`src/rtl/taitosj_ram_dma_if.sv`:
```
// Control and RAM-port bundle for the Taito SJ RAM DMA engine.
// master = the engine (drives the RAM port), slave = CPU-side regs plus RAM.
interface taitosj_ram_dma_if #(
  parameter int AW = 11,
  parameter int DW = 8
);
  logic          cen;
  logic          start;
  logic          mode;
  logic [AW-1:0] src;
  logic [AW-1:0] dst;
  logic [AW-1:0] len;
  logic [DW-1:0] fill;
  logic          busy;
  logic          done;
  logic [AW-1:0] ram_addr;
  logic [DW-1:0] ram_data;
  logic          ram_nWE;
  logic [DW-1:0] ram_q;

  modport master (
    input  cen, start, mode, src, dst, len, fill, ram_q,
    output busy, done, ram_addr, ram_data, ram_nWE
  );

  modport slave (
    output cen, start, mode, src, dst, len, fill, ram_q,
    input  busy, done, ram_addr, ram_data, ram_nWE
  );
endinterface

```
`src/rtl/taitosj_ram_dma.sv`:
```
// Block copy / constant fill engine driving one single-port synchronous RAM.
// Copy costs RD, LAT, WR (three cen cycles) per byte; fill costs one WR per byte.
module taitosj_ram_dma #(
  parameter int AW = 11,
  parameter int DW = 8
) (
  input  logic              clk,
  input  logic              nRESET,
  taitosj_ram_dma_if.master bus
);

  typedef enum logic [1:0] {IDLE, RD, LAT, WR} state_t;

  localparam logic [AW-1:0] ONE = {{(AW-1){1'b0}}, 1'b1};

  state_t        state_q;
  logic          mode_q;
  logic [AW-1:0] src_q, dst_q, cnt_q;
  logic [DW-1:0] fill_q;
  logic          busy_q, done_q, nwe_q;
  logic [AW-1:0] addr_q;
  logic [DW-1:0] data_q;

  // Pointer and count successors; pointers wrap naturally at 2^AW.
  logic [AW-1:0] src_d, dst_d, cnt_d;
  assign src_d = src_q + ONE;
  assign dst_d = dst_q + ONE;
  assign cnt_d = cnt_q - ONE;

  assign bus.busy     = busy_q;
  assign bus.done     = done_q;
  assign bus.ram_addr = addr_q;
  assign bus.ram_data = data_q;
  assign bus.ram_nWE  = nwe_q;

  // Transfer FSM: start sampled every clk while idle, transfer steps gated by cen.
  always_ff @(posedge clk or negedge nRESET) begin
    if (!nRESET) begin
      state_q <= IDLE;
      mode_q  <= 1'b0;
      src_q   <= '0;
      dst_q   <= '0;
      cnt_q   <= '0;
      fill_q  <= '0;
      busy_q  <= 1'b0;
      done_q  <= 1'b0;
      nwe_q   <= 1'b1;
      addr_q  <= '0;
      data_q  <= '0;
    end else begin
      // done is a single-clk pulse whatever cen does
      done_q <= 1'b0;
      case (state_q)
        IDLE: begin
          if (bus.start) begin
            if (bus.len == '0) begin
              done_q <= 1'b1;
            end else begin
              mode_q <= bus.mode;
              src_q  <= bus.src;
              dst_q  <= bus.dst;
              cnt_q  <= bus.len;
              fill_q <= bus.fill;
              busy_q <= 1'b1;
              if (bus.mode) begin
                state_q <= WR;
                addr_q  <= bus.dst;
                data_q  <= bus.fill;
                nwe_q   <= 1'b0;
              end else begin
                state_q <= RD;
                addr_q  <= bus.src;
                nwe_q   <= 1'b1;
              end
            end
          end
        end
        RD: begin
          // RAM registers the read on this cen edge
          if (bus.cen) state_q <= LAT;
        end
        LAT: begin
          if (bus.cen) begin
            data_q  <= bus.ram_q;
            addr_q  <= dst_q;
            nwe_q   <= 1'b0;
            state_q <= WR;
          end
        end
        WR: begin
          if (bus.cen) begin
            src_q <= src_d;
            dst_q <= dst_d;
            cnt_q <= cnt_d;
            if (cnt_d == '0) begin
              state_q <= IDLE;
              busy_q  <= 1'b0;
              done_q  <= 1'b1;
              nwe_q   <= 1'b1;
              addr_q  <= '0;
              data_q  <= '0;
            end else if (mode_q) begin
              addr_q <= dst_d;
            end else begin
              state_q <= RD;
              addr_q  <= src_d;
              nwe_q   <= 1'b1;
            end
          end
        end
        default: state_q <= IDLE;
      endcase
    end
  end

endmodule

```
`src/flat_wrapper.sv`:
```
// flat-port wrapper written by rule: the top's interface ports become plain ports
module taitosj_ram_dma_flat 
#(
  parameter int AW = 11,
  parameter int DW = 8
)
  (clk, nRESET, bus_cen, bus_start, bus_mode, bus_src, bus_dst, bus_len, bus_fill, bus_ram_q, bus_busy, bus_done, bus_ram_addr, bus_ram_data, bus_ram_nWE);
  taitosj_ram_dma_if #(.AW(AW), .DW(DW)) bus_i ();
  input  logic clk;
  input  logic nRESET;
  input wire logic [$bits(bus_i.cen)-1:0] bus_cen;
  input wire logic [$bits(bus_i.start)-1:0] bus_start;
  input wire logic [$bits(bus_i.mode)-1:0] bus_mode;
  input wire logic [$bits(bus_i.src)-1:0] bus_src;
  input wire logic [$bits(bus_i.dst)-1:0] bus_dst;
  input wire logic [$bits(bus_i.len)-1:0] bus_len;
  input wire logic [$bits(bus_i.fill)-1:0] bus_fill;
  input wire logic [$bits(bus_i.ram_q)-1:0] bus_ram_q;
  output wire logic [$bits(bus_i.busy)-1:0] bus_busy;
  output wire logic [$bits(bus_i.done)-1:0] bus_done;
  output wire logic [$bits(bus_i.ram_addr)-1:0] bus_ram_addr;
  output wire logic [$bits(bus_i.ram_data)-1:0] bus_ram_data;
  output wire logic [$bits(bus_i.ram_nWE)-1:0] bus_ram_nWE;
  assign bus_i.cen = bus_cen;
  assign bus_i.start = bus_start;
  assign bus_i.mode = bus_mode;
  assign bus_i.src = bus_src;
  assign bus_i.dst = bus_dst;
  assign bus_i.len = bus_len;
  assign bus_i.fill = bus_fill;
  assign bus_i.ram_q = bus_ram_q;
  assign bus_busy = bus_i.busy;
  assign bus_done = bus_i.done;
  assign bus_ram_addr = bus_i.ram_addr;
  assign bus_ram_data = bus_i.ram_data;
  assign bus_ram_nWE = bus_i.ram_nWE;
  taitosj_ram_dma #(.AW(AW), .DW(DW)) u_core (.clk(clk), .nRESET(nRESET), .bus(bus_i));
endmodule
```
`config.mk`:
```
export PLATFORM = sky130hd
export DESIGN_NAME = taitosj_ram_dma_flat
export DESIGN_NICKNAME = d
export VERILOG_FILES = /design/src/rtl/taitosj_ram_dma_if.sv /design/src/rtl/taitosj_ram_dma.sv /design/src/flat_wrapper.sv
export SDC_FILE = /design/constraint.sdc
export NUM_CORES = 1
export LEC_CHECK = 0
export ABC_AREA = 1
export CORE_ASPECT_RATIO = 1.2
export CORE_MARGIN = 4
export CORE_UTILIZATION = 50
export DETAILED_ROUTE_END_ITERATION = 10
export DONT_BUFFER_PORTS = 1
export PLACE_DENSITY_LB_ADDON = 0.2
export SLEW_MARGIN = 10
export SYNTH_ARGS = -nofsm -noshare
export SYNTH_HDL_FRONTEND = slang
export SYNTH_SLANG_ARGS = --single-unit
export TNS_END_PERCENT = 100
```
`constraint.sdc`:
```
create_clock -name clk -period 5.9 [get_ports clk]
set_input_delay 0 -clock clk [delete_from_list [all_inputs] [get_ports clk]]
set_output_delay 0 -clock clk [all_outputs]
set_load 0.01 [all_outputs]
```
# Word level (Yosys, flattened, before mapping)
# Index checks and enable logic that the tools add are counted.
# word_totals
ff_bits	58
inputBits	54
out_inout_bits	22
# op_classes
add_sub_neg	3
n_eq_ne	11
n_mux	54
bitwise_logic	1
reduce_logical	12
# ops
operator	n
2-to-1 mux 11 bit	16
case mux 11 bit (2 select lines)	3
2-to-1 mux 8 bit	6
case mux 11 bit (3 select lines)	1
case mux 8 bit (3 select lines)	1
adder 11 x 1 -> 11 bit (second input constant)	2
zero test 11 bit	2
2-to-1 mux 2 bit	8
2-to-1 mux 1 bit	15
inequality test 2 bit (second input constant)	6
AND reduction 6 bit	2
subtractor 11 x 1 -> 11 bit (second input constant)	1
AND reduction 5 bit	2
case mux 2 bit (4 select lines)	1
AND reduction 7 bit	1
== test 2 bit (second input constant)	2
case mux 1 bit (2 select lines)	2
AND reduction 4 bit	1
inequality test 3 bit (second input constant)	1
case mux 1 bit (3 select lines)	1
AND reduction 3 bit	1
nonzero test 3 bit	1
== test 2 x 1 -> 1 bit (second input constant)	1
zero test 2 bit	1
3 further kinds	3

# Longest topological paths before layout
# Gate-level depths: netlist (run 1).
# depth
ltp_word	5
ltp_mapped	13

# Worst setup path after synthesis (run 1)
# No wires, ideal clock.
# synth_path
path_kind	register -> register
from	register u_core.state_q[0]
to	register u_core.data_q[0], in the netlist u_core.bus.ram_data[0]
setup_ns	0.117
arrival_ns	1.734
t_required_ns	5.783
setup_slack_ns	4.049
stages_incl_launch_ff	13
n_path_buf	0
synth_period_minus_slack_ns	1.851
path_cell_list	dfrtp_1 > inv_1 > ha_1 > inv_1 > o22ai_1 > inv_1 > nand2_1 > inv_1 > nand3b_4 > nor2_2 > nand2_4 > nand2_1 > nand2_1
# synth_via
elab_chain_cells	3
word_cells_on_any_way	12
classes_between	eq/ne (8); mux (1); reduce/logical (3)
# synth_rtl
item	line	source
from (decl)	taitosj_ram_dma.sv:16	state_t state_q;
from (signal assigned)	taitosj_ram_dma.sv:39	state_q <= IDLE;
from (signal assigned)	taitosj_ram_dma.sv:66	state_q <= WR;
from (signal assigned)	taitosj_ram_dma.sv:71	state_q <= RD;
== test 2 bit / zero test 2 bit (equally long branches)	taitosj_ram_dma.sv:53	case (state_q)
inequality test 2 x 1 -> 1 bit (no line), or another cell as far along	-	
AND reduction 7 bit (no line)	-	
to (signal assigned)	taitosj_ram_dma.sv:68	data_q <= bus.fill;
to (signal assigned)	taitosj_ram_dma.sv:84	data_q <= bus.ram_q;
to (decl)	taitosj_ram_dma.sv:22	logic [DW-1:0] data_q;
# Several ways; a longest one is shown, not always the timed one.
# A chain may end at the register's enable or synchronous reset.

# Worst setup path after layout (run 1)
# layout_path
from	register u_core.state_q[0]
to	register u_core.cnt_q[5]
# layout_via
elab_chain_cells	3
word_cells_on_any_way	8
classes_between	eq/ne (4); mux (1); reduce/logical (3)
# layout_rtl
item	line	source
== test 2 bit / zero test 2 bit (equally long branches)	taitosj_ram_dma.sv:53	
inequality test 2 bit (no line) / nonzero test 2 bit (equally long branches)	-	
AND reduction 4 bit (no line)	-	
to (signal assigned)	taitosj_ram_dma.sv:62	cnt_q <= bus.len;
to (signal assigned)	taitosj_ram_dma.sv:94	cnt_q <= cnt_d;
to (decl)	taitosj_ram_dma.sv:18	logic [AW-1:0] src_q, dst_q, cnt_q;
# Several ways; a longest one is shown, not always the timed one.

==> flow_summary.html, run 1 <==
<table>
<tr><th>Metric</th><th>Value</th></tr>
<tr><th colspan="2">Logic synthesis</th></tr>
<tr><td>Share of the yosys chip area belonging to registers</td><td>36.3%</td></tr>
<tr><td>Mean post-synth cell area</td><td>7.04 um2</td></tr>
<tr><td>Main flop type after synthesis</td><td>dfrtp_1</td></tr>
<tr><td>#FFs+latches synth</td><td>58</td></tr>
<tr><td>Synth async-reset ratio</td><td>100%</td></tr>
<tr><td>Count of mapped cells out of synthesis</td><td>569</td></tr>
<tr><td>Yosys cell types</td><td>42</td></tr>
<tr><td>Syn_nets</td><td>633</td></tr>
<tr><td>Number of enable flip-flop cells after synthesis</td><td>0</td></tr>
<tr><td>Cell area after synthesis</td><td>4000 um2</td></tr>
<tr><td>Ys Warns</td><td>0</td></tr>
<tr><th colspan="2">Critical path</th></tr>
<tr><td>Data arrival time of the critical path</td><td>3.69 ns</td></tr>
<tr><td>Worst setup path class</td><td>reg -&gt; reg</td></tr>
<tr><td>Largest fanout on the critical path</td><td>53</td></tr>
<tr><td>Worst endpoint required time</td><td>6.13 ns</td></tr>
<tr><td>Sort of element at the start of the critical path</td><td>flip-flop</td></tr>
<tr><td>Count of cells along the worst register-to-register path</td><td>11</td></tr>
<tr><td>Category of the worst setup path capture point</td><td>flip-flop</td></tr>
<tr><th colspan="2">Route</th></tr>
<tr><td>Via-to-Cell Ratio</td><td>5.97</td></tr>
<tr><td>Remaining DRCs</td><td>0</td></tr>
<tr><td>Initial detailed-routing violation count</td><td>435</td></tr>
<tr><td>Average routed wire per standard cell</td><td>18.0 um</td></tr>
<tr><td>Number of iterations in the first detailed-routing pass</td><td>7</td></tr>
<tr><td>Routed wire length</td><td>12.8 mm</td></tr>
<tr><td>Post-detailed-route count of antenna-violating nets</td><td>0</td></tr>
<tr><td>Total via count in the routed design</td><td>4246</td></tr>
<tr><th colspan="2">Global route</th></tr>
<tr><td>Met1 usage</td><td>36.2%</td></tr>
<tr><td>Highest-utilization routing layer at the global route stage</td><td>met2</td></tr>
<tr><td>Total global routing overflow</td><td>0</td></tr>
<tr><td>Pin count of the biggest net entering global routing</td><td>59</td></tr>
<tr><td>GR Util met3</td><td>7.05%</td></tr>
<tr><td>Antenna violations before repair</td><td>0</td></tr>
<tr><td>Global-route usage over all layers</td><td>28.1%</td></tr>
<tr><td>Wire length of the first global-routing pass</td><td>20.7 mm</td></tr>
<tr><td>Via count of the first global-routing pass</td><td>4157</td></tr>
<tr><td>GRT met2 Usage</td><td>43.7%</td></tr>
<tr><th colspan="2">CTS</th></tr>
<tr><td>Post-cts sizing count</td><td>0</td></tr>
<tr><td>CTS H-Tree Depth</td><td>3</td></tr>
<tr><td>Root buffer selected by CTS</td><td>clkbuf_8</td></tr>
<tr><td>Number of buffers added for setup after CTS</td><td>0</td></tr>
<tr><td>Quantity of hold-fixing buffers added after cts</td><td>54</td></tr>
<tr><td>Reg clk slew, reported paths</td><td>0.07 ns</td></tr>
<tr><td>Cts bufs inserted</td><td>9</td></tr>
<tr><td>Clock tree from TritonCTS</td><td>yes</td></tr>
<tr><td>Clock latency of the later-clocked register in the worst-skew pair</td><td>0.34 ns</td></tr>
<tr><td>Clock Path Buffers</td><td>2</td></tr>
<tr><td>Clock sinks</td><td>58</td></tr>
<tr><th colspan="2">Timing</th></tr>
<tr><td>Worst setup skew after layout</td><td>0.00877 ns</td></tr>
<tr><td>Final number of max-transition violations</td><td>0</td></tr>
<tr><td>FMAX</td><td>289 MHz</td></tr>
<tr><td>Setup WS post-layout</td><td>2.44 ns</td></tr>
<tr><td>Total negative slack</td><td>0 ns</td></tr>
<tr><td>Hold Violations, Final</td><td>0</td></tr>
<tr><td>Least-Margin Pin Slew</td><td>1.04 ns</td></tr>
<tr><td>Setup repair after global routing missed its margin</td><td>false</td></tr>
<tr><td>Period utilization</td><td>58.6%</td></tr>
<tr><td>Headroom to the max-slew limit</td><td>30.5%</td></tr>
<tr><td>Final-report setup violation count</td><td>0</td></tr>
<tr><td>Fin crit period</td><td>3.46 ns</td></tr>
<tr><th colspan="2">Place</th></tr>
<tr><td>HPWL after detailed placement</td><td>8.68 mm</td></tr>
<tr><td>Number of input and output port buffers inserted</td><td>0</td></tr>
<tr><td>RD Place Congestion</td><td>0.928</td></tr>
<tr><td>Pre-CTS WS</td><td>2.57 ns</td></tr>
<tr><td>Placed inst area</td><td>4040 um2</td></tr>
<tr><th colspan="2">Layout</th></tr>
<tr><td>Footprint of the multi-input gates</td><td>2270 um2</td></tr>
<tr><td>Diodes inserted</td><td>0</td></tr>
<tr><td>Register cell area after layout</td><td>1450 um2</td></tr>
<tr><td>Final Cell Area</td><td>4800 um2</td></tr>
<tr><td>Count of fill cells added during filler insertion</td><td>718</td></tr>
<tr><td>Synth-to-layout area growth</td><td>19.9%</td></tr>
<tr><td>Core utilization of the finished layout</td><td>62.0%</td></tr>
<tr><td>NumNets Final</td><td>679</td></tr>
<tr><td>Fraction of layout cells with a size suffix above 1</td><td>5.98%</td></tr>
<tr><th colspan="2">Die</th></tr>
<tr><td>Chip Width</td><td>89.7 um</td></tr>
<tr><td>I/O pin cnt</td><td>76</td></tr>
<tr><td>Die span in y</td><td>106 um</td></tr>
<tr><td>Standard-cell row count</td><td>35</td></tr>
<tr><td>Full die area</td><td>9510 um2</td></tr>
<tr><td>Starting density of the core</td><td>51.7%</td></tr>
<tr><td>Core Box Area</td><td>7750 um2</td></tr>
<tr><th colspan="2">Hold path</th></tr>
<tr><td>Hold Path Depth</td><td>4</td></tr>
<tr><td>Class of the most critical hold timing path</td><td>in -&gt; reg</td></tr>
<tr><th colspan="2">Outcome</th></tr>
<tr><td>Result of the run</td><td>complete, no violations</td></tr>
<tr><th colspan="2">Power</th></tr>
<tr><td>Leak pwr</td><td>2.22 nW</td></tr>
<tr><td>Power Density</td><td>582 nW/um2</td></tr>
<tr><td>Maximum ir drop on the vdd rail</td><td>413 uV</td></tr>
<tr><td>Total power after layout</td><td>0.00279 W</td></tr>
<tr><th colspan="2">Run</th></tr>
<tr><td>Max capacitance violation total</td><td>0</td></tr>
</table>
[per-stage QoR]
stage	std cells	hold slack, ns
floorplan	569	-0.296
global placement	642	-0.294
detailed placement	642	-0.294
CTS	711	0.0121
global route	711	0.0396
finish	711	0.0255
[sequential cells by signal (all words and copies together), names as in the netlist]
name                 count
u_core.state_q           2
u_core.bus.ram_nWE       1
u_core.bus.ram_addr     11
u_core.bus.done          1
u_core.bus.ram_data      8
u_core.mode_q            1
u_core.src_q            11
u_core.bus.busy          1
u_core.dst_q            11
u_core.cnt_q            11
[critical path, cell delays in order (launching register included)]
cell and delay (ns):
dfrtp_1 0.44, ha_1 0.22, buf_4 0.26, inv_1 0.81, o22ai_1 0.19, inv_1 0.09
nand2_1 0.10, a21oi_4 0.12, buf_4 0.45, nand2_1 0.34, o22ai_1 0.24, nor2_1 0.07
[path summary, 6_finish.rpt]
kind | from | end | slack, ns
worst min-delay path | bus_dst[9] | u_core.bus.ram_addr[9] | 0.03
worst max-delay path | u_core.state_q[0] | u_core.cnt_q[5] | 2.44
max in group asynchronous | nRESET | u_core.bus.ram_nWE | 5.41
worst max register to register | u_core.state_q[0] | u_core.cnt_q[5] | 2.44
min in group asynchronous | nRESET | u_core.cnt_q[2] | 0.19
worst min register to register | u_core.bus.ram_nWE | u_core.bus.ram_nWE | 0.49
[Yosys cell counts, drive strengths merged (2+ instances only)]
cell	count	area, um2
a21boi	12	90.1
nand2	164	636
ha	10	125
nor2	63	254
xnor2	2	17.5
o21ai	55	275
clkbuf	11	45.1
inv	50	188
buf	10	58.8
nand3	38	208
o211ai	6	45.0
dfrtp	57	1430
nand4	7	43.8
xor2	7	61.3
o22ai	23	144
nand3b	7	65.1
nor3	15	86.3
or2	3	18.8
a21oi	14	77.6
a22o	8	70.1
[layer usage]
metal	vias to the layer above	part of all wire, %
met5	-	0
met4	0	4.3
met3	50	8.4
met2	206	46
met1	2003	41
li1	1987	-
[logic make-up after synthesis]
logic type               after synthesis  synth area share, %
buffers and inverters                 72                 7.37
AO/OA/AOI/OAI                        122                 18.3
XOR/XNOR                               9                 1.97
flip-flops                            58                 36.3
adder cells (fa/ha/maj)               10                 3.13
multiplexers                           1                0.250
AND/OR/NAND/NOR                      297                 32.8
[layout make-up]
class,instances,area share [%]
Tap cell,92,2.40
Timing Repair Buffer,56,11.9
Inverter,51,3.99
Clock inverter,2,0.730
Sequential cell,58,30.3
Multi-Input combinational cell,439,47.2
Clock buffer,13,3.52
[where the power goes]
group | total [W] | switching, W | leakage (nW) | internal, W
sequential | 0.000852 | 0.000246 | 0.688 | 0.000605
clock | 0.000396 | 0.000169 | 0.106 | 0.000227
combinational | 0.00154 | 0.000988 | 1.43 | 0.000557
[placed cells by master (no fill, tap or decap), types with 9 or more instances in the layout]
cell,instances
nand2_1,160
dlygate4sd3_1,53
dfrtp_1,57
inv_1,50
clkbuf_8,12
a21boi_1,9
nand3_1,36
o22ai_1,23
nor3_1,14
a21oi_1,12
ha_1,10
o21ai_0,51
nor2_1,55
No activity file was read; power rests on OpenSTA's default activity.
==> run 2: changes to the inputs <==
==> constraint.sdc (replaced) <==
create_clock -name clk -period 3.4 [get_ports clk]
set_input_delay 0 -clock clk [delete_from_list [all_inputs] [get_ports clk]]
set_output_delay 0 -clock clk [all_outputs]
set_load 0.01 [all_outputs]
==> run 2 against run 1 <==
Net effect:
- clock skew is 0.0015 ns higher
- count of clock-buffer cells in the layout is 2 lower
- worst setup slack got worse by 1.6 ns
- critical path depth fell by 1
- critical path type unchanged
- core utilization up 0.71 points
- largest cell class unchanged
- critical endpoint is now u_core.dst_q[2]
- wire length grew 3.3%
- die area did not move
- clock power grew 84%
==> flow_summary.html, run 2 (synthesis results as in run 1) <==
<table>
<tr><th>Metric</th><th>Value</th></tr>
<tr><th colspan="2">Layout</th></tr>
<tr><td>Synth-to-layout area growth</td><td>21.3% (was 19.9%)</td></tr>
<tr><td>Most common cell after layout, fill and taps aside</td><td>nand2_1 (unchanged)</td></tr>
<tr><td>Core utilization of the finished layout</td><td>62.7% (was 62.0%)</td></tr>
<tr><td>Highest-count cells in the layout ignoring fill and taps</td><td>160 x nand2_1, 57 x dfrtp_1, 56 x nor2_1 (was 160 x nand2_1, 57 x dfrtp_1, 55 x nor2_1)</td></tr>
<tr><td>Fraction of layout cells with a size suffix above 1</td><td>6.56% (was 5.98%)</td></tr>
<tr><td>NumNets Final</td><td>684 (was 679)</td></tr>
<tr><th colspan="2">Power</th></tr>
<tr><td>Clock Power Share</td><td>14.8% (was 14.2%)</td></tr>
<tr><td>Combinational share of power</td><td>55.5% (was 55.3%)</td></tr>
<tr><td>Leak pwr</td><td>2.25 nW (was 2.22 nW)</td></tr>
<tr><td>Sw Ratio</td><td>49.8% (was 50.2%)</td></tr>
<tr><td>P_int</td><td>0.00248 W (was 0.00139 W)</td></tr>
<tr><td>Switching power</td><td>0.00246 W (was 0.00140 W)</td></tr>
<tr><td>Reg power frac</td><td>29.8% (was 30.5%)</td></tr>
<tr><td>Maximum ir drop on the vdd rail</td><td>537 uV (was 413 uV)</td></tr>
<tr><td>Power Density</td><td>1020 nW/um2 (was 582 nW/um2)</td></tr>
<tr><th colspan="2">Hold path</th></tr>
<tr><td>Class of the most critical hold timing path</td><td>in -&gt; reg (unchanged)</td></tr>
<tr><td>Hold Path Depth</td><td>4 (unchanged)</td></tr>
<tr><th colspan="2">CTS</th></tr>
<tr><td>Number of buffers added for setup after CTS</td><td>0 (unchanged)</td></tr>
<tr><td>Clock Path Buffers</td><td>2 (unchanged)</td></tr>
<tr><td>CTS H-Tree Depth</td><td>3 (unchanged)</td></tr>
<tr><td>Clock tree from TritonCTS</td><td>yes (unchanged)</td></tr>
<tr><td>Cts bufs inserted</td><td>9 (unchanged)</td></tr>
<tr><td>Root buffer selected by CTS</td><td>clkbuf_8 (unchanged)</td></tr>
<tr><td>Clock sinks</td><td>58 (unchanged)</td></tr>
<tr><td>Reg clk slew, reported paths</td><td>0.07 ns (about the same)</td></tr>
<tr><td>Post-cts sizing count</td><td>0 (unchanged)</td></tr>
<tr><td>Clock latency of the later-clocked register in the worst-skew pair</td><td>0.35 ns (was 0.34 ns)</td></tr>
<tr><th colspan="2">Die</th></tr>
<tr><td>Chip Width</td><td>89.7 um (unchanged)</td></tr>
<tr><td>I/O pin cnt</td><td>76 (unchanged)</td></tr>
<tr><td>Standard-cell row count</td><td>35 (unchanged)</td></tr>
<tr><td>Core Box Area</td><td>7750 um2 (unchanged)</td></tr>
<tr><td>Full die area</td><td>9510 um2 (unchanged)</td></tr>
<tr><td>Die span in y</td><td>106 um (unchanged)</td></tr>
<tr><td>Starting density of the core</td><td>51.7% (unchanged)</td></tr>
<tr><th colspan="2">Route</th></tr>
<tr><td>Routed wire length</td><td>13.2 mm (was 12.8 mm)</td></tr>
<tr><td>Via-to-Cell Ratio</td><td>6.01 (was 5.97)</td></tr>
<tr><td>Remaining DRCs</td><td>0 (unchanged)</td></tr>
<tr><td>Number of iterations in the first detailed-routing pass</td><td>8 (was 7)</td></tr>
<tr><td>Average routed wire per standard cell</td><td>18.4 um (was 18.0 um)</td></tr>
<tr><td>Post-detailed-route count of antenna-violating nets</td><td>0 (unchanged)</td></tr>
<tr><td>Total via count in the routed design</td><td>4312 (was 4246)</td></tr>
<tr><td>Initial detailed-routing violation count</td><td>356 (was 435)</td></tr>
<tr><th colspan="2">Timing</th></tr>
<tr><td>Fin crit period</td><td>2.52 ns (was 3.46 ns)</td></tr>
<tr><td>Headroom to the max-slew limit</td><td>57.7% (was 30.5%)</td></tr>
<tr><td>Hold Violations, Final</td><td>0 (unchanged)</td></tr>
<tr><td>Setup repair after global routing missed its margin</td><td>false (unchanged)</td></tr>
<tr><td>Final number of max-transition violations</td><td>0 (unchanged)</td></tr>
<tr><td>Final-report setup violation count</td><td>0 (unchanged)</td></tr>
<tr><td>FMAX</td><td>397 MHz (was 289 MHz)</td></tr>
<tr><td>Total negative slack</td><td>0 ns (unchanged)</td></tr>
<tr><td>Period utilization</td><td>74.2% (was 58.6%)</td></tr>
<tr><td>Smallest hold slack</td><td>0.0127 ns (was 0.0255 ns)</td></tr>
<tr><td>Worst setup skew after layout</td><td>0.0103 ns (was 0.00877 ns)</td></tr>
<tr><td>Least-Margin Pin Slew</td><td>0.632 ns (was 1.04 ns)</td></tr>
<tr><th colspan="2">Global route</th></tr>
<tr><td>Wire length of the first global-routing pass</td><td>20.8 mm (was 20.7 mm)</td></tr>
<tr><td>Global-route usage over all layers</td><td>28.6% (was 28.1%)</td></tr>
<tr><td>Antenna violations before repair</td><td>0 (unchanged)</td></tr>
<tr><td>Pin count of the biggest net entering global routing</td><td>59 (unchanged)</td></tr>
<tr><td>Via count of the first global-routing pass</td><td>4109 (was 4157)</td></tr>
<tr><td>Total global routing overflow</td><td>0 (unchanged)</td></tr>
<tr><th colspan="2">Critical path</th></tr>
<tr><td>Data arrival time of the critical path</td><td>2.74 ns (was 3.69 ns)</td></tr>
<tr><td>Count of cells along the worst register-to-register path</td><td>10 (was 11)</td></tr>
<tr><td>Sort of element at the start of the critical path</td><td>flip-flop (unchanged)</td></tr>
<tr><td>Worst endpoint required time</td><td>3.62 ns (was 6.13 ns)</td></tr>
<tr><td>Category of the worst setup path capture point</td><td>flip-flop (unchanged)</td></tr>
<tr><td>Worst setup path class</td><td>reg -&gt; reg (unchanged)</td></tr>
<tr><td>Worst-case register-to-register setup slack</td><td>0.88 ns (was 2.44 ns)</td></tr>
<tr><td>Largest fanout on the critical path</td><td>21 (was 53)</td></tr>
<tr><th colspan="2">Place</th></tr>
<tr><td>HPWL after detailed placement</td><td>8.91 mm (was 8.68 mm)</td></tr>
<tr><td>RD Place Congestion</td><td>0.918 (was 0.928)</td></tr>
<tr><td>Number of input and output port buffers inserted</td><td>0 (unchanged)</td></tr>
<tr><th colspan="2">Run</th></tr>
<tr><td>Max capacitance violation total</td><td>0 (unchanged)</td></tr>
<tr><th colspan="2">Outcome</th></tr>
<tr><td>Result of the run</td><td>complete, no violations (unchanged)</td></tr>
</table>
-- run 2: critical path, cell delays in order, from the launching register on --
cell	delay (ns)
dfrtp_1	0.45
inv_1	0.11
ha_1	0.26
inv_1	0.17
o22ai_1	0.11
inv_1	0.06
nand2_1	0.10
a21oi_4	0.46
nand2_1	0.36
o22ai_1	0.23
nor2_1	0.08
-- run 2: worst paths after layout --
check,start,endpoint
max in group asynchronous,nRESET,u_core.bus.ram_nWE
min reg2reg,u_core.bus.ram_nWE,u_core.bus.ram_nWE
max reg2reg,u_core.state_q[0],u_core.dst_q[2]
min in group asynchronous,nRESET,u_core.cnt_q[10]
min,bus_src[6],u_core.bus.ram_addr[6]
max,u_core.state_q[0],u_core.dst_q[2]
-- run 2: area by class of cell --
type / count / area, um2
Fill cell: 703 / 2890
Multi-Input combinational cell: 439 / 2260
Sequential cell: 58 / 1450
Timing Repair Buffer: 61 / 613
Inverter: 51 / 191
Clock buffer: 11 / 141
Tap cell: 92 / 115
Clock inverter: 5 / 77.6
Antenna cell: 1 / 2.50
-- run 2: power groups by stage --
stage	clock, W	sequential, W	combinational (W)
after floorplan	0	0.00134	0.00203
after detailed placement	0	0.00147	0.00252
after global placement	0	0.00147	0.00247
final	0.000729	0.00147	0.00274
after CTS	0.000741	0.00146	0.00267
after global routing	0.000773	0.00151	0.00306
-- run 2: repair_timing --
item	in CTS	in global routing
setup endpoints to repair	0	0
hold buffers	55	0
endpoints found under the hold margin	104	0
-- run 2: layer usage --
metal / wire length, um / vias to the layer above / GRT usage, %
li1: - / 1996 / -
met2: 6170 / 241 / 43.8
met1: 5360 / 2027 / 37.0
met4: 579 / 0 / 13.9
met3: 1130 / 48 / 7.29
met5: 0 / - / 0
-- run 2: stage by stage --
stage                     power [W]  std cells  setup slack [ns]  instance area [um2]
after floorplan             0.00338        569              1.55                 4000
after global placement      0.00394        646              1.09                 4070
after detailed placement    0.00400        646             0.983                 4070
after CTS                   0.00488        717             0.943                 4850
after global routing        0.00535        717             0.717                 4850
final                       0.00494        718             0.879                 4860
==> run 3: changes to the inputs <==
--- a/config.mk
+++ b/config.mk
@@ -5,7 +5,7 @@
 export SDC_FILE = /design/constraint.sdc
 export NUM_CORES = 1
 export LEC_CHECK = 0
-export ABC_AREA = 1
+export ABC_AREA = 0
 export CORE_ASPECT_RATIO = 1.2
 export CORE_MARGIN = 4
 export CORE_UTILIZATION = 50
==> constraint.sdc (replaced) <==
create_clock -name clk -period 2.1 [get_ports clk]
set_input_delay 0 -clock clk [delete_from_list [all_inputs] [get_ports clk]]
set_output_delay 0 -clock clk [all_outputs]
set_load 0.01 [all_outputs]
==> run 3 against run 2 <==
Net effect:
- the run now ends with negative setup slack left
- count of clock-buffer cells in the layout stayed put
- synthesized cell count is 25% lower
- sequential cell count did not move
- worst setup slack worse by 1.0 ns
- clock skew is 0.00064 ns higher
- critical endpoint is now u_core.bus.ram_addr[8]
- largest power group unchanged
==> flow_summary.html, run 3 <==
<table>
<tr><th>Metric</th><th>Value</th></tr>
<tr><th colspan="2">Outcome</th></tr>
<tr><td>Result of the run</td><td>complete, but fails checks (was complete, no violations)</td></tr>
<tr><td>Violated checks</td><td>negative setup slack</td></tr>
<tr><th colspan="2">Critical path</th></tr>
<tr><td>Crit-path slowest cell</td><td>or4_4 (was a21oi_4)</td></tr>
<tr><td>Data arrival time of the critical path</td><td>2.44 ns (was 2.74 ns)</td></tr>
<tr><td>Worst-path cell chain</td><td>or4_4, a2bb2oi_2, o41a_1, buf_12, a222oi_1, a21oi_1 (was inv_1, ha_1, inv_1, o22ai_1, inv_1, nand2_1, a21oi_4, nand2_1, o22ai_1, nor2_1)</td></tr>
<tr><td>Category of the worst setup path capture point</td><td>flip-flop (unchanged)</td></tr>
<tr><td>Worst endpoint required time</td><td>2.32 ns (was 3.62 ns)</td></tr>
<tr><td>Sort of element at the start of the critical path</td><td>flip-flop (unchanged)</td></tr>
<tr><td>Largest fanout on the critical path</td><td>12 (was 21)</td></tr>
<tr><td>Largest stage delay, worst path</td><td>0.57 ns (was 0.46 ns)</td></tr>
<tr><td>Worst setup path class</td><td>reg -&gt; reg (unchanged)</td></tr>
<tr><th colspan="2">Logic synthesis</th></tr>
<tr><td>List of most frequent post-synthesis cells</td><td>59 x nor2_1, 57 x dfrtp_1, 32 x nand2_1 (was 160 x nand2_1, 57 x dfrtp_1, 56 x nor2_1)</td></tr>
<tr><td>Basic-gate share of the synthesized area counting and, or, nand and nor cells</td><td>18.3% (was 32.8%)</td></tr>
<tr><td>Mean post-synth cell area</td><td>8.78 um2 (was 7.04 um2)</td></tr>
<tr><td>Share of the synthesized area in the top cell type</td><td>38.3% (was 35.6%)</td></tr>
<tr><td>Cell area after synthesis</td><td>3720 um2 (was 4000 um2)</td></tr>
<tr><td>Synth async-reset ratio</td><td>100% (unchanged)</td></tr>
<tr><td>Complex-gate fraction of the synthesized area</td><td>24.9% (was 18.3%)</td></tr>
<tr><td>Main combinational cell family by area after synthesis</td><td>compound AO/OA/AOI/OAI gates (was simple AND/OR/NAND/NOR gates)</td></tr>
<tr><td>Biggest area consumer among synthesized cells</td><td>dfrtp_1 (unchanged)</td></tr>
<tr><td>Share of the yosys chip area belonging to registers</td><td>39.0% (was 36.3%)</td></tr>
<tr><td>#FFs+latches synth</td><td>58 (unchanged)</td></tr>
<tr><td>Most instantiated library cell after synthesis</td><td>nor2_1 (was nand2_1)</td></tr>
<tr><td>Number of enable flip-flop cells after synthesis</td><td>0 (unchanged)</td></tr>
<tr><td>Ys Warns</td><td>0 (unchanged)</td></tr>
<tr><td>Adder-cell area share of the yosys netlist</td><td>3.36% (was 3.13%)</td></tr>
<tr><td>Main flop type after synthesis</td><td>dfrtp_1 (unchanged)</td></tr>
<tr><td>Post-synthesis share of cell area spent on xor and xnor gates</td><td>4.23% (was 1.97%)</td></tr>
<tr><td>Multiplexer share of the synthesized area</td><td>6.12% (was 0.250%)</td></tr>
<tr><td>Syn_nets</td><td>488 (was 633)</td></tr>
<tr><td>Count of mapped cells out of synthesis</td><td>424 (was 569)</td></tr>
<tr><td>Yosys cell types</td><td>52 (was 42)</td></tr>
<tr><td>Synth top area cells</td><td>dfrtp_1 38%, nor2_1 5.9%, mux2_2 4.2% (was dfrtp_1 36%, nand2_1 15%, o21ai_0 6.4%)</td></tr>
<tr><th colspan="2">Die</th></tr>
<tr><td>Starting density of the core</td><td>51.5% (was 51.7%)</td></tr>
<tr><td>Full die area</td><td>8900 um2 (was 9510 um2)</td></tr>
<tr><td>I/O pin cnt</td><td>76 (unchanged)</td></tr>
<tr><td>Chip Width</td><td>86.8 um (was 89.7 um)</td></tr>
<tr><td>Core Box Area</td><td>7230 um2 (was 7750 um2)</td></tr>
<tr><td>Die span in y</td><td>103 um (was 106 um)</td></tr>
<tr><td>Standard-cell row count</td><td>34 (was 35)</td></tr>
<tr><th colspan="2">Layout</th></tr>
<tr><td>Final Non-Filler Cells</td><td>600 (was 718)</td></tr>
<tr><td>Final Cell Area</td><td>4940 um2 (was 4860 um2)</td></tr>
<tr><td>Footprint of the multi-input gates</td><td>2240 um2 (was 2260 um2)</td></tr>
<tr><td>Register cell area after layout</td><td>1460 um2 (was 1450 um2)</td></tr>
<tr><td>Diodes inserted</td><td>0 (was 1)</td></tr>
<tr><td>Core utilization of the finished layout</td><td>68.4% (was 62.7%)</td></tr>
<tr><td>Most common cell after layout, fill and taps aside</td><td>nor2_1 (was nand2_1)</td></tr>
<tr><td>NumNets Final</td><td>569 (was 684)</td></tr>
<tr><td>Highest-count cells in the layout ignoring fill and taps</td><td>59 x nor2_1, 55 x dfrtp_1, 52 x dlygate4sd3_1 (was 160 x nand2_1, 57 x dfrtp_1, 56 x nor2_1)</td></tr>
<tr><td>Count of fill cells added during filler insertion</td><td>559 (was 703)</td></tr>
<tr><td>Fraction of layout cells with a size suffix above 1</td><td>20.8% (was 6.56%)</td></tr>
<tr><td>Synth-to-layout area growth</td><td>32.8% (was 21.3%)</td></tr>
<tr><th colspan="2">Timing</th></tr>
<tr><td>Final-report setup violation count</td><td>10 (was 0)</td></tr>
<tr><td>Hold Violations, Final</td><td>0 (unchanged)</td></tr>
<tr><td>Fin crit period</td><td>2.22 ns (was 2.52 ns)</td></tr>
<tr><td>Setup WS post-layout</td><td>-0.122 ns (was 0.879 ns)</td></tr>
<tr><td>FMAX</td><td>450 MHz (was 397 MHz)</td></tr>
<tr><td>Worst setup skew after layout</td><td>0.0109 ns (was 0.0103 ns)</td></tr>
<tr><td>Period utilization</td><td>106% (was 74.2%)</td></tr>
<tr><td>Least-Margin Pin Slew</td><td>0.513 ns (was 0.632 ns)</td></tr>
<tr><td>Headroom to the max-slew limit</td><td>65.8% (was 57.7%)</td></tr>
<tr><td>Setup repair after global routing missed its margin</td><td>true (was false)</td></tr>
<tr><td>Total negative slack</td><td>-0.673 ns (was 0 ns)</td></tr>
<tr><td>Final number of max-transition violations</td><td>0 (unchanged)</td></tr>
<tr><th colspan="2">Global route</th></tr>
<tr><td>Wire length of the first global-routing pass</td><td>18.8 mm (was 20.8 mm)</td></tr>
<tr><td>Total global routing overflow</td><td>0 (unchanged)</td></tr>
<tr><td>Pin count of the biggest net entering global routing</td><td>59 (unchanged)</td></tr>
<tr><td>Global-route usage over all layers</td><td>27.0% (was 28.6%)</td></tr>
<tr><td>Antenna violations before repair</td><td>0 (unchanged)</td></tr>
<tr><td>Via count of the first global-routing pass</td><td>3863 (was 4109)</td></tr>
<tr><th colspan="2">Power</th></tr>
<tr><td>Leak pwr</td><td>1.99 nW (was 2.25 nW)</td></tr>
<tr><td>Combinational share of power</td><td>56.4% (was 55.5%)</td></tr>
<tr><td>Reg power frac</td><td>31.0% (was 29.8%)</td></tr>
<tr><td>Clock Power Share</td><td>12.7% (was 14.8%)</td></tr>
<tr><td>Switching power</td><td>0.00332 W (was 0.00246 W)</td></tr>
<tr><td>Sw Ratio</td><td>45.1% (was 49.8%)</td></tr>
<tr><td>Power Density</td><td>1490 nW/um2 (was 1020 nW/um2)</td></tr>
<tr><td>Maximum ir drop on the vdd rail</td><td>844 uV (was 537 uV)</td></tr>
<tr><td>P_int</td><td>0.00404 W (was 0.00248 W)</td></tr>
<tr><th colspan="2">Route</th></tr>
<tr><td>Number of iterations in the first detailed-routing pass</td><td>7 (was 8)</td></tr>
<tr><td>Total via count in the routed design</td><td>3760 (was 4312)</td></tr>
<tr><td>Via-to-Cell Ratio</td><td>6.27 (was 6.01)</td></tr>
<tr><td>Post-detailed-route count of antenna-violating nets</td><td>0 (unchanged)</td></tr>
<tr><td>Routed wire length</td><td>11.6 mm (was 13.2 mm)</td></tr>
<tr><td>Remaining DRCs</td><td>0 (unchanged)</td></tr>
<tr><td>Initial detailed-routing violation count</td><td>305 (was 356)</td></tr>
<tr><td>Average routed wire per standard cell</td><td>19.4 um (was 18.4 um)</td></tr>
<tr><th colspan="2">CTS</th></tr>
<tr><td>Clock latency of the later-clocked register in the worst-skew pair</td><td>0.35 ns (about the same)</td></tr>
<tr><td>Clock tree from TritonCTS</td><td>yes (unchanged)</td></tr>
<tr><td>Clock Path Buffers</td><td>2 (unchanged)</td></tr>
<tr><td>Root buffer selected by CTS</td><td>clkbuf_8 (unchanged)</td></tr>
<tr><td>Cts bufs inserted</td><td>9 (unchanged)</td></tr>
<tr><td>Reg clk slew, reported paths</td><td>0.07 ns (about the same)</td></tr>
<tr><td>CTS H-Tree Depth</td><td>3 (unchanged)</td></tr>
<tr><td>Clock sinks</td><td>58 (unchanged)</td></tr>
<tr><th colspan="2">Run</th></tr>
<tr><td>Max capacitance violation total</td><td>0 (unchanged)</td></tr>
<tr><th colspan="2">Place</th></tr>
<tr><td>Number of input and output port buffers inserted</td><td>0 (unchanged)</td></tr>
<tr><td>Placed inst area</td><td>4090 um2 (was 4070 um2)</td></tr>
<tr><td>HPWL after detailed placement</td><td>7.60 mm (was 8.91 mm)</td></tr>
<tr><td>RD Place Congestion</td><td>0.906 (was 0.918)</td></tr>
<tr><td># placed instances</td><td>529 (was 646)</td></tr>
<tr><td>Pre-CTS WS</td><td>-0.184 ns (was 0.983 ns)</td></tr>
<tr><th colspan="2">Hold path</th></tr>
<tr><td>Class of the most critical hold timing path</td><td>in -&gt; reg (unchanged)</td></tr>
</table>
-- run 3: cell count changes after synthesis, moves of 12 or more --
cell / previous run / this run
inv_1: 50 / 13
clkbuf_1: 10 / 24
nand3_1: 36 / 10
nand2_1: 160 / 32
o22ai_1: 23 / 11
o21ai_0: 51 / 17
mux2_2: 0 / 14
a21oi_1: 12 / 31
-- run 3: logic make-up after synthesis --
| kind of cell | after synthesis |
|---|---|
| flops | 58 |
| simple gates | 148 |
| fa+ha+maj | 10 |
| compound gates | 129 |
| buf+inv | 40 |
| mux | 21 |
| xor+xnor | 18 |
-- run 3: critical path, delay by kind of cell, from the launching register on --
kind / cells / cell delay (ns)
compound gates: 4 / 0.97
simple gates: 1 / 0.57
flops: 1 / 0.38
buf+inv: 1 / 0.17
-- run 3: routing by layer --
| layer | track usage, % | share of wire (%) | wire length, um | vias to the layer above |
|---|---|---|---|---|
| met5 | 0 | 0 | 0 | - |
| met4 | 11.2 | 3.0 | 353 | 0 |
| met3 | 5.36 | 8.2 | 959 | 39 |
| met2 | 46.4 | 49 | 5660 | 191 |
| met1 | 33.2 | 40 | 4660 | 1779 |
| li1 | - | - | - | 1751 |
-- run 3: worst paths after layout --
path	startpoint	to	slack (ns)	cells past startpoint
worst max-delay path	u_core.cnt_q[7]	u_core.bus.ram_addr[8]	-0.12	6
worst min-delay path	bus_src[5]	u_core.bus.ram_addr[5]	0.003	3
worst max register to register	u_core.cnt_q[7]	u_core.bus.ram_addr[8]	-0.12	6
worst min register to register	u_core.cnt_q[10]	u_core.cnt_q[10]	0.52	1
max in group asynchronous	nRESET	u_core.bus.ram_nWE	1.64	2
min in group asynchronous	nRESET	u_core.bus.ram_data[6]	0.18	2
-- run 3: layout make-up --
| type | instances | share of cell area, % |
|---|---|---|
| Multi-Input combinational cell | 326 | 45.4 |
| Sequential cell | 58 | 29.4 |
| Timing Repair Buffer | 97 | 18.4 |
| Clock buffer | 11 | 2.86 |
| Tap cell | 90 | 2.28 |
| Inverter | 13 | 0.987 |
| Clock inverter | 5 | 0.607 |
-- run 3: what timing repair did --
action                                  4_1_cts  5_1_grt
endpoints found under the setup margin       27       57
hold buffers                                 53        0
gates resized for setup                       8       20
hold endpoints to repair                    104        0
setup buffers                                 1        1
pin swaps                                     4        4
-- run 3: stage by stage --
step,hold slack [ns],power [W]
final,0.00256,0.00736
after detailed placement,-0.294,0.00598
after global placement,-0.294,0.00586
after global routing,0.0213,0.00790
after CTS,0.00000233,0.00710
after floorplan,-0.296,0.00478
-- run 3: power by group through the flow --
stage               Sequential [W]  Combinational, W  Clock, W
floorplan                  0.00213           0.00264         0
global placement           0.00226           0.00359         0
detailed placement         0.00228           0.00371         0
CTS                        0.00226           0.00391  0.000934
global route               0.00236           0.00455  0.000985
finish                     0.00228           0.00415  0.000931
